`config.mk`:
```
export PLATFORM = sky130hd
export DESIGN_NAME = atm_keypad_entry
export DESIGN_NICKNAME = d
export VERILOG_FILES = /design/src/rtl/atm_keypad_entry.sv
export SDC_FILE = /design/constraint.sdc
export NUM_CORES = 1
export LEC_CHECK = 0
export ABC_AREA = 1
export ABC_CLOCK_PERIOD_IN_PS = 4600
export BUFFER_PORTS_ARGS = -buffer_cell sky130_fd_sc_hd__buf_2
export CAP_MARGIN = 10
export CELL_PAD_IN_SITES_DETAIL_PLACEMENT = 1
export CELL_PAD_IN_SITES_GLOBAL_PLACEMENT = 1
export CORE_MARGIN = 2
export CORE_UTILIZATION = 45
export CTS_BUF_LIST = sky130_fd_sc_hd__clkbuf_8 sky130_fd_sc_hd__clkbuf_16
export DETAILED_ROUTE_END_ITERATION = 16
export GPL_ROUTABILITY_DRIVEN = 0
export PLACE_DENSITY_LB_ADDON = 0.3
export SLEW_MARGIN = 20
export SYNTH_ARGS = -nofsm -noshare
export SYNTH_HDL_FRONTEND = slang
export SYNTH_SLANG_ARGS = --single-unit
```
`constraint.sdc`:
```
create_clock -name clk -period 4.6 [get_ports clk]
set_input_delay 0.46 -clock clk [delete_from_list [all_inputs] [get_ports clk]]
set_output_delay 0.46 -clock clk [all_outputs]
set_load 0.02 [all_outputs]
```
`src/rtl/atm_keypad_entry.sv`:
```
// Keypad entry engine: collects key strobes into a BCD password or a binary value.
// Optional inactivity timeout is compiled in with `define KEYPAD_TIMEOUT_EN.
module atm_keypad_entry #(
  parameter int password_width = 16,
  parameter int balance_width  = 20,
  parameter int TIMEOUT_CYCLES = 1000
) (
  input  logic                      clk,
  input  logic                      rst,
  input  logic                      entry_req,
  input  logic                      entry_kind,
  input  logic                      key_valid,
  input  logic [3:0]                key_code,
  output logic [password_width-1:0] password_out,
  output logic [balance_width-1:0]  value_out,
  output logic                      entry_done,
  output logic                      entry_abort,
  output logic                      key_reject,
  output logic [3:0]                digit_count,
  output logic                      busy
);

  localparam int PSW_DIGITS = password_width / 4;
  localparam int ACC_W      = (password_width > balance_width) ? password_width : balance_width;
  localparam int VW         = balance_width + 4;

  localparam logic [0:0] S_IDLE    = 1'b0;
  localparam logic [0:0] S_COLLECT = 1'b1;

  localparam logic [3:0] K_ENTER  = 4'hA;
  localparam logic [3:0] K_CLEAR  = 4'hB;
  localparam logic [3:0] K_CANCEL = 4'hC;
  localparam logic [3:0] PSW_FULL = 4'(PSW_DIGITS);

  logic [0:0]                state_q, state_d;
  logic                      kind_q, kind_d;
  logic [ACC_W-1:0]          acc_q, acc_d;
  logic [3:0]                cnt_q, cnt_d;
  logic [password_width-1:0] psw_q, psw_d;
  logic [balance_width-1:0]  val_q, val_d;
  logic                      done_q, done_d;
  logic                      abort_q, abort_d;
  logic                      reject_q, reject_d;

  // Shift a new BCD digit in at the bottom; the oldest digit ends up in the MS nibble.
  logic [password_width+3:0] psw_shift;
  logic [VW-1:0]             val_prod;
  logic                      val_ovf;

  assign psw_shift = {acc_q[password_width-1:0], key_code};
  assign val_prod  = VW'(acc_q[balance_width-1:0]) * VW'(10) + VW'(key_code);
  assign val_ovf   = |val_prod[VW-1:balance_width];

`ifdef KEYPAD_TIMEOUT_EN
  logic [31:0] idle_q, idle_d;
`endif

  always_comb begin
    // NOTE: every always_comb target gets a default first so no path can infer a latch.
    state_d  = state_q;
    kind_d   = kind_q;
    acc_d    = acc_q;
    cnt_d    = cnt_q;
    psw_d    = psw_q;
    val_d    = val_q;
    done_d   = 1'b0;
    abort_d  = 1'b0;
    reject_d = 1'b0;
`ifdef KEYPAD_TIMEOUT_EN
    idle_d   = idle_q;
`endif

    if (state_q == S_IDLE) begin
      // A key strobe coinciding with entry_req is dropped on purpose.
      if (entry_req) begin
        state_d = S_COLLECT;
        kind_d  = entry_kind;
        acc_d   = '0;
        cnt_d   = '0;
`ifdef KEYPAD_TIMEOUT_EN
        idle_d  = '0;
`endif
      end
    end else if (key_valid) begin
`ifdef KEYPAD_TIMEOUT_EN
      idle_d = '0;
`endif
      if (key_code <= 4'd9) begin
        if (!kind_q) begin
          if (cnt_q < PSW_FULL) begin
            acc_d = ACC_W'(psw_shift[password_width-1:0]);
            cnt_d = cnt_q + 4'd1;
          end else begin
            reject_d = 1'b1;
          end
        end else if (val_ovf) begin
          reject_d = 1'b1;
        end else begin
          acc_d = ACC_W'(val_prod[balance_width-1:0]);
          if (cnt_q != 4'hF) cnt_d = cnt_q + 4'd1;
        end
      end else begin
        case (key_code)
          K_ENTER: begin
            if (cnt_q == 4'd0 || (!kind_q && cnt_q != PSW_FULL)) begin
              reject_d = 1'b1;
            end else begin
              if (kind_q) val_d = acc_q[balance_width-1:0];
              else        psw_d = acc_q[password_width-1:0];
              done_d  = 1'b1;
              state_d = S_IDLE;
              cnt_d   = '0;
            end
          end
          K_CLEAR: begin
            acc_d = '0;
            cnt_d = '0;
          end
          K_CANCEL: begin
            abort_d = 1'b1;
            state_d = S_IDLE;
            acc_d   = '0;
            cnt_d   = '0;
          end
          default: reject_d = 1'b1;
        endcase
      end
    end
`ifdef KEYPAD_TIMEOUT_EN
    else if (idle_q == 32'(TIMEOUT_CYCLES - 1)) begin
      abort_d = 1'b1;
      state_d = S_IDLE;
      acc_d   = '0;
      cnt_d   = '0;
      idle_d  = '0;
    end else begin
      idle_d = idle_q + 32'd1;
    end
`endif
  end

  always_ff @(posedge clk or posedge rst) begin
    if (rst) begin
      state_q  <= S_IDLE;
      kind_q   <= 1'b0;
      acc_q    <= '0;
      cnt_q    <= '0;
      psw_q    <= '0;
      val_q    <= '0;
      done_q   <= 1'b0;
      abort_q  <= 1'b0;
      reject_q <= 1'b0;
    end else begin
      // NOTE: non-blocking assignments so every flop samples the pre-edge values.
      state_q  <= state_d;
      kind_q   <= kind_d;
      acc_q    <= acc_d;
      cnt_q    <= cnt_d;
      psw_q    <= psw_d;
      val_q    <= val_d;
      done_q   <= done_d;
      abort_q  <= abort_d;
      reject_q <= reject_d;
    end
  end

`ifdef KEYPAD_TIMEOUT_EN
  always_ff @(posedge clk or posedge rst) begin
    if (rst) idle_q <= '0;
    else     idle_q <= idle_d;
  end
`endif

  assign password_out = psw_q;
  assign value_out    = val_q;
  assign entry_done   = done_q;
  assign entry_abort  = abort_q;
  assign key_reject   = reject_q;
  assign digit_count  = cnt_q;
  assign busy         = (state_q == S_COLLECT);

endmodule

```
**Word-level counts from Yosys, hierarchy flattened**

Cells that the tools add are included.

- Bits of input ports: 9
- Bits in registers: 65
- Output and inout port bits: 44

- Bitwise gates (word level): 4
- Reduce and logical (&&, ||, !) cells: 12
- Add/subtract/negate cells: 2
- Equality and inequality tests: 12
- Order comparisons: 2
- Multiplexer cells: 40
- Multiply operators: 1

Operators by type and width:

| operator | count |
|---|---|
| 2-to-1 mux 20 bit | 8 |
| 2-to-1 mux 4 bit | 9 |
| adder 24 x 4 -> 24 bit | 1 |
| multiplier 20 x 3 -> 23 bit (second input constant) | 1 |
| 2-to-1 mux 1 bit | 20 |
| == test 4 bit (second input constant) | 3 |
| != test 4 x 3 -> 1 bit (second input constant) | 3 |
| != test 4 bit (second input constant) | 3 |
| AND reduction 6 bit | 2 |
| case mux 4 bit (2 select lines) | 1 |
| AND reduction 7 bit | 1 |
| AND reduction 5 bit | 1 |
| adder 4 x 1 -> 4 bit (second input constant) | 1 |
| <= comparator 4 bit (second input constant) | 1 |
| zero test 4 bit | 1 |
| < comparator 4 x 3 -> 1 bit (second input constant) | 1 |
| != test 4 x 2 -> 1 bit (second input constant) | 1 |
| NOT 1 bit | 4 |
| case mux 1 bit (2 select lines) | 2 |
| OR reduction 4 bit | 1 |
| != test 3 x 2 -> 1 bit (second input constant) | 1 |
| != test 2 bit (second input constant) | 1 |
| AND reduction 2 bit | 1 |
| nonzero test 2 bit | 1 |
| other kinds (4) | 4 |

**Longest topological paths before layout**

Gate-level depths: netlist of the first run.

- Depth after elaboration: 8
- Mapped depth: 23
- Gate-level depth less buffers: 21

**Worst setup path after synthesis of the first run**

Ideal clock, no wire load.

- Path kind: register -> register
- Start: reg acc_q[1]
- End: reg acc_q[10]
- Required time: 4.483 ns
- Path slack: 1.529 ns
- Arrival time: 2.954 ns
- Buffers on the path: 1
- Cell stages (with the launch flop): 20
- Path through: dfrtp_1 > ha_1 > ha_1 > fa_1 > nand2_1 > nor2_1 > nand2_1 > nand2_1 > nand3_1 > nor2_1 > nand2_1 > nor3_2 > nand4_1 > nand2_1 > nand4_2 > nand2_4 > nand3_2 > buf_6 > nand2_1 > nand2_1

- Cells in the longest elaborated chain, start to end: 7
- Elaborated cells between the ends (all ways): 10
- Those cells by class: 1 x add/sub; 1 x mul; 1 x eq/ne; 5 x mux; 2 x reduce/logical

Ends and longest elaborated chain:

| what | line | RTL |
|---|---|---|
| start: declaration | 37 | `logic [ACC_W-1:0] acc_q, acc_d;` |
| start signal: assignment | 146 | `acc_q <= '0;` |
| start signal: assignment | 157 | `acc_q <= acc_d;` |
| multiplier 20 x 3 -> 23 bit * | 51 | `assign val_prod = VW'(acc_q[balance_width-1:0]) * VW'(10) + VW'(key_code);` |
| adder 24 x 4 -> 24 bit * | 51 |  |
| 2-to-1 mux 20 bit | 96 | `end else if (val_ovf) begin` |
| 2-to-1 mux 20 bit | 89 | `if (!kind_q) begin` |
| 2-to-1 mux 20 bit | 88 | `if (key_code <= 4'd9) begin` |
| 2-to-1 mux 20 bit | 84 | `end else if (key_valid) begin` |
| 2-to-1 mux 20 bit | 73 | `if (state_q == S_IDLE) begin` |

Mark *: on every way between the ends. The rest lies on a longest branch, timed or not. The select of a mux whose other input is x is not followed.
A chain may end at the register's enable or synchronous reset.

**Worst setup path in the final report of the first run**

- Start: reg acc_q[1]
- End: reg acc_q[16]

The elaborated chain is that of the path after synthesis.

==> impl_metrics.py, run 1 <==
metrics = {
    "floorplanning": {
        "die_area_um2": 12000,
        "core.rowCount": 38,
        "fp.dieW_um": 110,
        "floorplan.initialDensity_pct": 46.2,
        "io_pins": 53,
        "coreArea_um2": 10900,
        "die_y_um": 110,
    },
    "critical_path": {
        "cp.arrival_ps": 4260,
        "cp_num_buf_inv": 0,
        "worst-setup-path-type": "register to register",
        "reg2reg_depth": 18,
        "cp_num_cells": 18,
        "slowest_stage": "fa_1",
        "critPathMaxStageDelay_ps": 540,
        "crit_required_ps": 4840,
        "cp-end-kind": "register",
        "worstPathMaxFanout": 26,
        "cpLargestDelayFamily": "simple AND/OR/NAND/NOR gates",
        "path_common_cell": "nand2_1",
        "worstPathCellList": "ha_1 > ha_1 > fa_1 > nand2_1 > nor2_1 > nand2_1 > nand2_1 > nand3_1 > nor2_1 > nand2_1 > nor3_2 > nand4_1 > nand2_1 > nand4_2 > nand2_4 > nand3_2 > nand2_1 > nand2_1",
        "start_kind": "register",
    },
    "power": {
        "seqPwrFrac_pct": 24.7,
        "power.switching_w": 0.00199,
        "comb_power_share_pct": 63.5,
        "p_clk_share_pct": 11.8,
        "intPower_w": 0.00168,
        "swShare_pct": 54.2,
        "power.leakage_nw": 3.16,
        "p_per_area_nw_per_um2": 661,
        "vdd_drop_max_mv": 0.282,
    },
    "synth": {
        "synth-edff-count": 0,
        "synth_top_cells_by_count": "nand2_1 (226), inv_1 (105), dfrtp_1 (65)",
        "async_reset_ff_share_pct": 100,
        "synth_compound_area_share_pct": 10.6,
        "syn-num-nets": 769,
        "ys_types": 45,
        "synth_largest_area_cell": "dfrtp_1",
        "yosysMostFrequentCell": "nand2_1",
        "synth_top_cell_area_share_pct": 32.3,
        "synth-simple-area-share_pct": 33.6,
        "postSynthAreaPerCell_um2": 7.01,
        "yosys_warnings": 0,
        "synth_xor_area_share_pct": 1.57,
        "seq_area_frac_synth_pct": 32.3,
        "synth_fa_ha_area_share_pct": 11.0,
        "synth_flop_cell": "dfrtp_1",
        "synth_area_leaders": "dfrtp_1 (32%), nand2_1 (17%), ha_1 (10%)",
        "syn_inst": 717,
        "synth_top_family_by_area": "simple AND/OR/NAND/NOR gates",
        "syn-cell-area_um2": 5030,
        "synth.area.mux_share_pct": 0.672,
        "synth_seq_cells": 65,
    },
    "route": {
        "firstDrtPassIters": 4,
        "drt_wl_total_um": 15000,
        "drc": 0,
        "vias_per_cell": 5.48,
        "wl_per_cell_um": 16.6,
        "vias": 4981,
        "detail-route-antenna-nets": 0,
        "dr.first_iter.drc_count": 229,
    },
    "clocking": {
        "cts-hold-fix-buffers": 0,
        "root_buffer": "clkbuf_8",
        "cts_tree": "yes",
        "htree_levels": 3,
        "max-clock-path-buffers": 2,
        "cts_setup_buffers": 0,
        "clk_pin_slew_ps": 70,
        "ctsResizeCount": 0,
        "clock_latency_ps": 350,
        "clkSinkCount": 65,
        "numCtsBuffers": 9,
    },
    "flow_run": {
        "maxCapViolations": 0,
    },
    "global_route": {
        "grt_antenna_before_repair": 0,
        "busiest_layer": "met2",
        "grt_start_max_net_pins": 66,
        "grt_pass1_vias": 5141,
        "gr-usage-met3_pct": 4.09,
        "grt_first_pass_wirelength_um": 24400,
        "use_met2_pct": 46.5,
        "grt_usage_pct": 26.2,
        "grt-ovfl-total": 0,
        "met1_usage_pct": 31.7,
    },
    "cells_and_area": {
        "drive_gt1_share_pct": 13.0,
        "area_growth_pct": 10.5,
        "instances_no_fill": 909,
        "layout.nets": 816,
        "n_fill_cell": 1456,
        "diodes": 0,
    },
    "timing": {
        "hold_viol_final": 0,
        "finalCritPeriodShare_pct": 87.5,
        "setup_viol": 0,
        "fin_skew_ps": 6.16,
        "tns_ps": 0,
        "relSlewSlack_pct": 38.7,
        "whs_ps": 358,
        "tightest_slew_ps": 918,
        "rsz0062_at_grt": "no",
        "fin_crit_ps": 4020,
        "max_clock_freq_mhz": 248,
        "slew_violations": 0,
    },
    "place": {
        "dp_hpwl_um": 12000,
        "dp.cells": 892,
        "numPortBuffers": 52,
    },
    "outcome": {
        "outcome": "completed",
    },
    "worst_hold_path": {
        "min_path_type": "input port to async pin",
    },
}
==> power groups by stage <==
stage,clock network [W],registers (W),logic [W]
6_report,0.000433,0.000909,0.00233
4_1_cts,0.000439,0.000901,0.00235
3_5_place_dp,0,0.000912,0.00234
3_3_place_gp,0,0.000905,0.00220
5_1_grt,0.000466,0.000926,0.00266
2_1_floorplan,0,0.000884,0.00175
==> final cells by class <==
cell class / count / area (um2) / area share, %
Timing Repair Buffer: 55 / 287 / 5.15
Sequential cell: 65 / 1630 / 29.3
Clock inverter: 5 / 23.8 / 0.428
Multi-Input combinational cell: 525 / 2890 / 52.0
Inverter: 108 / 405 / 7.29
Clock buffer: 11 / 151 / 2.72
Tap cell: 140 / 175 / 3.15
==> tightest hold or removal path, stage by stage <==
cell   delay (ps)
buf_2         110
inv_2          40
buf_4         630
==> through the flow <==
step | total power, W | setup slack [ps] | instance area (um2) | util (%)
after global routing | 0.00405 | 281 | 5560 | 51.1
after CTS | 0.00368 | 640 | 5550 | 51.0
after global placement | 0.00310 | 892 | 5370 | 49.3
final | 0.00368 | 576 | 5560 | 51.1
after detailed placement | 0.00325 | 644 | 5370 | 49.3
after floorplan | 0.00263 | 1530 | 5030 | -
==> registers in the layout (all words and copies together), names as in the netlist <==
name / count
busy: 1
entry_done: 1
digit_count: 4
entry_abort: 1
kind_q: 1
key_reject: 1
value_out: 20
password_out: 16
acc_q: 20
==> path summary, 6_finish.rpt <==
| kind | slack (ps) | to | from |
|---|---|---|---|
| setup reg to reg | 580 | acc_q[16]$_DFFE_PP0P_ | acc_q[1]$_DFFE_PP0P_ |
| setup / recovery | 580 | acc_q[16]$_DFFE_PP0P_ | acc_q[1]$_DFFE_PP0P_ |
| min in group clk | 390 | kind_q$_DFFE_PP0P_ | entry_kind |
| hold / removal | 360 | value_out[19]$_DFFE_PP0P_ | rst |
| max in group asynchronous | 3700 | acc_q[9]$_DFFE_PP0P_ | rst |
| hold reg to reg | 490 | value_out[7]$_DFFE_PP0P_ | value_out[7]$_DFFE_PP0P_ |
==> cells in the final DEF (no fill, tap or decap), types with 4 or more instances in the layout <==
master	count
clkbuf_8	11
nand3_2	5
nor2_1	36
inv_1	107
nor2_4	4
nand2_2	6
nand4_1	31
dfrtp_1	65
a31oi_1	6
o21ai_0	55
o211ai_1	4
buf_2	52
xor2_1	5
nand2_1	226
nand3_1	41
ha_1	41
xnor2_1	4
a21oi_1	28
==> kinds of logic after synthesis <==
| kind of cell | Yosys count |
|---|---|
| AND/OR/NAND/NOR | 370 |
| buffers and inverters | 127 |
| AO/OA/AOI/OAI | 100 |
| flip-flops | 65 |
| adder cells (fa/ha/maj) | 43 |
| XOR/XNOR | 9 |
| multiplexers | 3 |
==> metal layers <==
metal / vias up / routed length [um]
li1: 2422 / -
met1: 2416 / 6840
met2: 113 / 7300
met3: 30 / 528
met4: 0 / 384
met5: - / 0
Note: power is estimated with default switching activity, not from simulation.
==> run 2: changes to the inputs <==
Settings changed: MAX_ROUTING_LAYER set to met4, PLACE_DENSITY_LB_ADDON 0.3 to 0.12.
==> impl_metrics.py, run 2 (same netlist as run 1, synthesis figures left out) <==
metrics = {
    "outcome": {
        "outcome": "completed",
    },
    "clocking": {
        "cts_tree": "yes",
        "htree_levels": 3,
        "clk_pin_slew_ps": 60,
        "clkSinkCount": 65,
        "cts_setup_buffers": 0,
        "root_buffer": "clkbuf_8",
        "clock_latency_ps": 340,
        "numCtsBuffers": 9,
        "max-clock-path-buffers": 2,
        "cts-hold-fix-buffers": 0,
        "ctsResizeCount": 0,
    },
    "cells_and_area": {
        "area_growth_pct": 10.6,
        "mostFrequentLayoutCells": "nand2_1 (226), inv_1 (105), dfrtp_1 (65)",
        "diodes": 0,
        "final_common_cell": "nand2_1",
        "drive_gt1_share_pct": 13.0,
        "layout.nets": 817,
    },
    "flow_run": {
        "maxCapViolations": 0,
    },
    "timing": {
        "rsz0062_at_grt": "no",
        "tns_ps": 0,
        "relSlewSlack_pct": 42.4,
        "finalCritPeriodShare_pct": 86.2,
        "fin_skew_ps": 5.93,
        "slew_violations": 0,
        "tightest_slew_ps": 861,
        "whs_ps": 357,
        "setup_viol": 0,
        "fin_crit_ps": 3960,
        "hold_viol_final": 0,
        "max_clock_freq_mhz": 252,
    },
    "critical_path": {
        "start_kind": "register",
        "worst-setup-path-type": "register to register",
        "crit_required_ps": 4820,
        "worstPathMaxFanout": 26,
        "cp-end-kind": "register",
        "cp.arrival_ps": 4190,
    },
    "power": {
        "power.leakage_nw": 3.16,
        "p_per_area_nw_per_um2": 660,
        "vdd_drop_max_mv": 0.309,
    },
    "floorplanning": {
        "io_pins": 53,
        "floorplan.initialDensity_pct": 46.2,
        "die_y_um": 110,
        "core.rowCount": 38,
        "die_area_um2": 12000,
        "fp.dieW_um": 110,
        "coreArea_um2": 10900,
    },
    "global_route": {
        "grt_first_pass_wirelength_um": 24700,
        "grt-ovfl-total": 0,
        "grt_antenna_before_repair": 0,
        "grt_usage_pct": 27.4,
        "grt_start_max_net_pins": 66,
        "grt_pass1_vias": 5076,
    },
    "worst_hold_path": {
        "min_path_type": "input port to async pin",
    },
    "route": {
        "drt_wl_total_um": 15000,
        "vias": 4910,
        "drc": 0,
        "vias_per_cell": 5.41,
        "wl_per_cell_um": 16.5,
        "dr.first_iter.drc_count": 206,
        "firstDrtPassIters": 4,
        "detail-route-antenna-nets": 0,
    },
    "place": {
        "numPortBuffers": 52,
        "dp_hpwl_um": 12000,
    },
}
run 2: cell types whose count changed in the layout (fill, tap and decap cells not counted):
cell	change
inv_1	-2
buf_6	+1
clkbuf_8	+1
clkinv_2	-1
clkinvlp_4	-1
run 2: area by class of cell:
class | count | area (um2)
fill | 1457 | 5320
multi-input combinational | 525 | 2890
sequential | 65 | 1630
inverter | 108 | 405
timing repair buffer | 56 | 298
tap | 140 | 175
clock buffer | 12 | 165
clock inverter | 1 | 3.75
run 2: final timing paths:
kind / startpoint / endpoint / cells past startpoint / slack [ps]
hold / removal: rst / value_out[13]$_DFFE_PP0P_ / 3 / 360
max in group asynchronous: rst / value_out[6]$_DFFE_PP0P_ / 3 / 3680
min in group clk: entry_kind / kind_q$_DFFE_PP0P_ / 3 / 430
setup reg to reg: acc_q[1]$_DFFE_PP0P_ / acc_q[0]$_DFFE_PP0P_ / 18 / 640
hold reg to reg: password_out[15]$_DFFE_PP0P_ / password_out[15]$_DFFE_PP0P_ / 2 / 480
setup / recovery: acc_q[1]$_DFFE_PP0P_ / acc_q[0]$_DFFE_PP0P_ / 18 / 640
run 2: worst max-delay path, cell delays in order (launching register included):
cell and delay [ps]:
dfrtp_1 420, ha_1 310, ha_1 250, fa_1 530
nand2_1 110, nor2_1 120, nand2_1 60, nand2_1 100
nand3_1 80, nor2_1 130, nand2_1 150, nor3_2 260
nand4_1 130, nand2_1 100, nand4_2 140, nand2_4 260
nand3_2 410, nand2_1 210, nand2_1 70
run 2: metal layers:
metal  routed length [um]  global-route usage [%]
met2                 7250                    46.0
met1                 6900                    34.1
met3                  542                    3.14
met4                  305                    9.58
met5                    0                       -
run 2: per-stage QoR:
step	setup slack, ps	area [um2]	std cells	utilization, %	power (W)
4_1_cts	648	5560	907	51.1	0.00369
3_5_place_dp	682	5400	894	49.6	0.00325
3_3_place_gp	857	5370	892	49.3	0.00312
2_1_floorplan	1530	5030	717	-	0.00263
5_1_grt	261	5560	907	51.1	0.00405
6_report	636	5560	907	51.1	0.00367
run 2: where the power goes:
| group | internal, W | switching, W |
|---|---|---|
| clock | 0.000229 | 0.000198 |
| combinational | 0.000760 | 0.00158 |
| sequential | 0.000705 | 0.000206 |
| total | 0.00169 | 0.00198 |
==> run 3: changes to the inputs <==
--- a/config.mk
+++ b/config.mk
@@ -13,2 +13,3 @@
 export CELL_PAD_IN_SITES_GLOBAL_PLACEMENT = 1
+export CORE_ASPECT_RATIO = 1.4
 export CORE_MARGIN = 2
==> constraint.sdc (replaced) <==
create_clock -name clk -period 4.6 [get_ports clk]
set_input_delay 1.38 -clock clk [delete_from_list [all_inputs] [get_ports clk]]
set_output_delay 1.38 -clock clk [all_outputs]
set_load 0.02 [all_outputs]
==> impl_metrics.py, run 3 (same netlist as run 1, synthesis figures left out) <==
metrics = {
    "outcome": {
        "outcome": "completed",
    },
    "clocking": {
        "numCtsBuffers": 9,
        "clock_latency_ps": 330,
        "cts_tree": "yes",
        "ctsResizeCount": 0,
        "cts_setup_buffers": 0,
        "max-clock-path-buffers": 2,
        "clkSinkCount": 65,
        "htree_levels": 3,
        "clk_pin_slew_ps": 50,
        "root_buffer": "clkbuf_16",
        "cts-hold-fix-buffers": 0,
    },
    "route": {
        "drt_wl_total_um": 15400,
        "vias_per_cell": 5.48,
        "dr.first_iter.drc_count": 200,
        "drc": 0,
        "detail-route-antenna-nets": 0,
        "vias": 5007,
        "wl_per_cell_um": 16.8,
        "firstDrtPassIters": 4,
    },
    "critical_path": {
        "worstReg2RegStart": "acc_q[1]$_DFFE_PP0P_",
        "cp.arrival_ps": 4380,
        "reg2reg_depth": 18,
        "worst-setup-path-type": "register to register",
        "worstPathMaxFanout": 26,
        "rrSetupSlack_ps": 430,
        "reg2reg_to": "acc_q[4]$_DFFE_PP0P_",
        "startpoint": "acc_q[1]$_DFFE_PP0P_",
        "worstSetupEndpoint": "acc_q[4]$_DFFE_PP0P_",
        "crit_required_ps": 4810,
        "start_kind": "register",
        "cp-end-kind": "register",
    },
    "cells_and_area": {
        "n_fill_cell": 1477,
        "drive_gt1_share_pct": 13.7,
        "final_common_cell": "nand2_1",
        "area_growth_pct": 13.4,
        "diodes": 0,
        "layout.nets": 820,
        "mostFrequentLayoutCells": "nand2_1 (226), inv_1 (105), dfrtp_1 (65)",
        "instances_no_fill": 914,
    },
    "global_route": {
        "grt_antenna_before_repair": 0,
        "grt-ovfl-total": 0,
        "grt_first_pass_wirelength_um": 25200,
        "gr-usage-met3_pct": 2.73,
        "grt_usage_pct": 27.3,
        "use_met2_pct": 51.2,
        "met1_usage_pct": 30.0,
        "grt_pass1_vias": 5118,
        "busiest_layer": "met2",
        "grt_start_max_net_pins": 38,
    },
    "timing": {
        "relSlewSlack_pct": 52.0,
        "fin_skew_ps": 5.83,
        "slew_violations": 0,
        "fin_crit_ps": 4170,
        "hold_viol_final": 0,
        "tightest_slew_ps": 719,
        "rsz0062_at_grt": "no",
        "finalCritPeriodShare_pct": 90.6,
        "tns_ps": 0,
        "setup_viol": 0,
        "max_clock_freq_mhz": 240,
    },
    "power": {
        "vdd_drop_max_mv": 0.283,
        "power.leakage_nw": 3.23,
        "p_per_area_nw_per_um2": 687,
    },
    "worst_hold_path": {
        "min_path_type": "register to register",
        "hold_start": "value_out[13]$_DFFE_PP0P_",
    },
    "floorplanning": {
        "fp.dieW_um": 93.3,
        "die_area_um2": 12000,
        "die_y_um": 129,
        "io_pins": 53,
        "coreArea_um2": 10900,
        "floorplan.initialDensity_pct": 46.3,
        "core.rowCount": 45,
    },
    "place": {
        "dp.cells": 898,
        "dp_hpwl_um": 12100,
        "numPortBuffers": 52,
    },
    "flow_run": {
        "maxCapViolations": 0,
    },
}
[run 3: changes by cell type in the layout (fill, tap and decap cells not counted)]
| cell | before | now |
|---|---|---|
| buf_4 | 2 | 6 |
| buf_6 | 2 | 1 |
| bufinv_16 | 0 | 1 |
| clkbuf_16 | 0 | 9 |
| clkbuf_8 | 12 | 0 |
| clkinv_2 | 0 | 4 |
| clkinv_4 | 0 | 1 |
[run 3: how the worst min path moves through the flow]
stage	to	slack (ps)	depth (start not counted)
final	value_out[13]$_DFFE_PP0P_	480	2
after global routing	value_out[13]$_DFFE_PP0P_	500	2
after CTS	password_out[4]$_DFFE_PP0P_	480	2
after detailed placement	password_out[2]$_DFFE_PP0P_	470	2
after global placement	password_out[11]$_DFFE_PP0P_	460	2
after floorplan	acc_q[16]$_DFFE_PP0P_	490	2
[run 3: cell type report]
cell class | count | area (um2) | share of cell area, %
Tap cell | 141 | 176 | 3.09
Inverter | 108 | 405 | 7.11
Multi-Input combinational cell | 525 | 2890 | 50.7
Sequential cell | 65 | 1630 | 28.5
Timing Repair Buffer | 59 | 317 | 5.55
Clock buffer | 9 | 225 | 3.95
Clock inverter | 7 | 62.6 | 1.10
[run 3: routing by layer]
layer	share of wire, %	wire length (um)
met1	41	6290
met2	54	8330
met3	2.8	435
met4	2.2	332
met5	0	0
[run 3: critical path, cell delays in order, from the launching register on]
cell and delay, ps:
dfrtp_1 440, ha_1 320, ha_1 300, fa_1 590, nand2_1 140, nor2_1 160, nand2_1 80, nand2_1 140
nand3_1 80, nor2_1 120, nand2_1 120, nor3_2 240, nand4_1 100, nand2_1 80, nand4_2 130, nand2_4 280
nand3_2 430, nand2_1 210, nand2_1 70
[run 3: metrics by stage]
stage	setup WS (ps)	instance area, um2	utilization, %	hold WS, ps	total power, W
detailed placement	212	5420	49.8	469	0.00325
floorplan	1040	5030	-	489	0.00263
finish	432	5700	52.5	481	0.00392
CTS	428	5700	52.5	485	0.00393
global route	89.7	5700	52.5	501	0.00428
global placement	457	5400	49.7	460	0.00312
[run 3: report_power, final]
part	internal (W)	switching (W)
combinational	0.000767	0.00158
sequential	0.000705	0.000210
clock	0.000414	0.000242
total	0.00189	0.00203
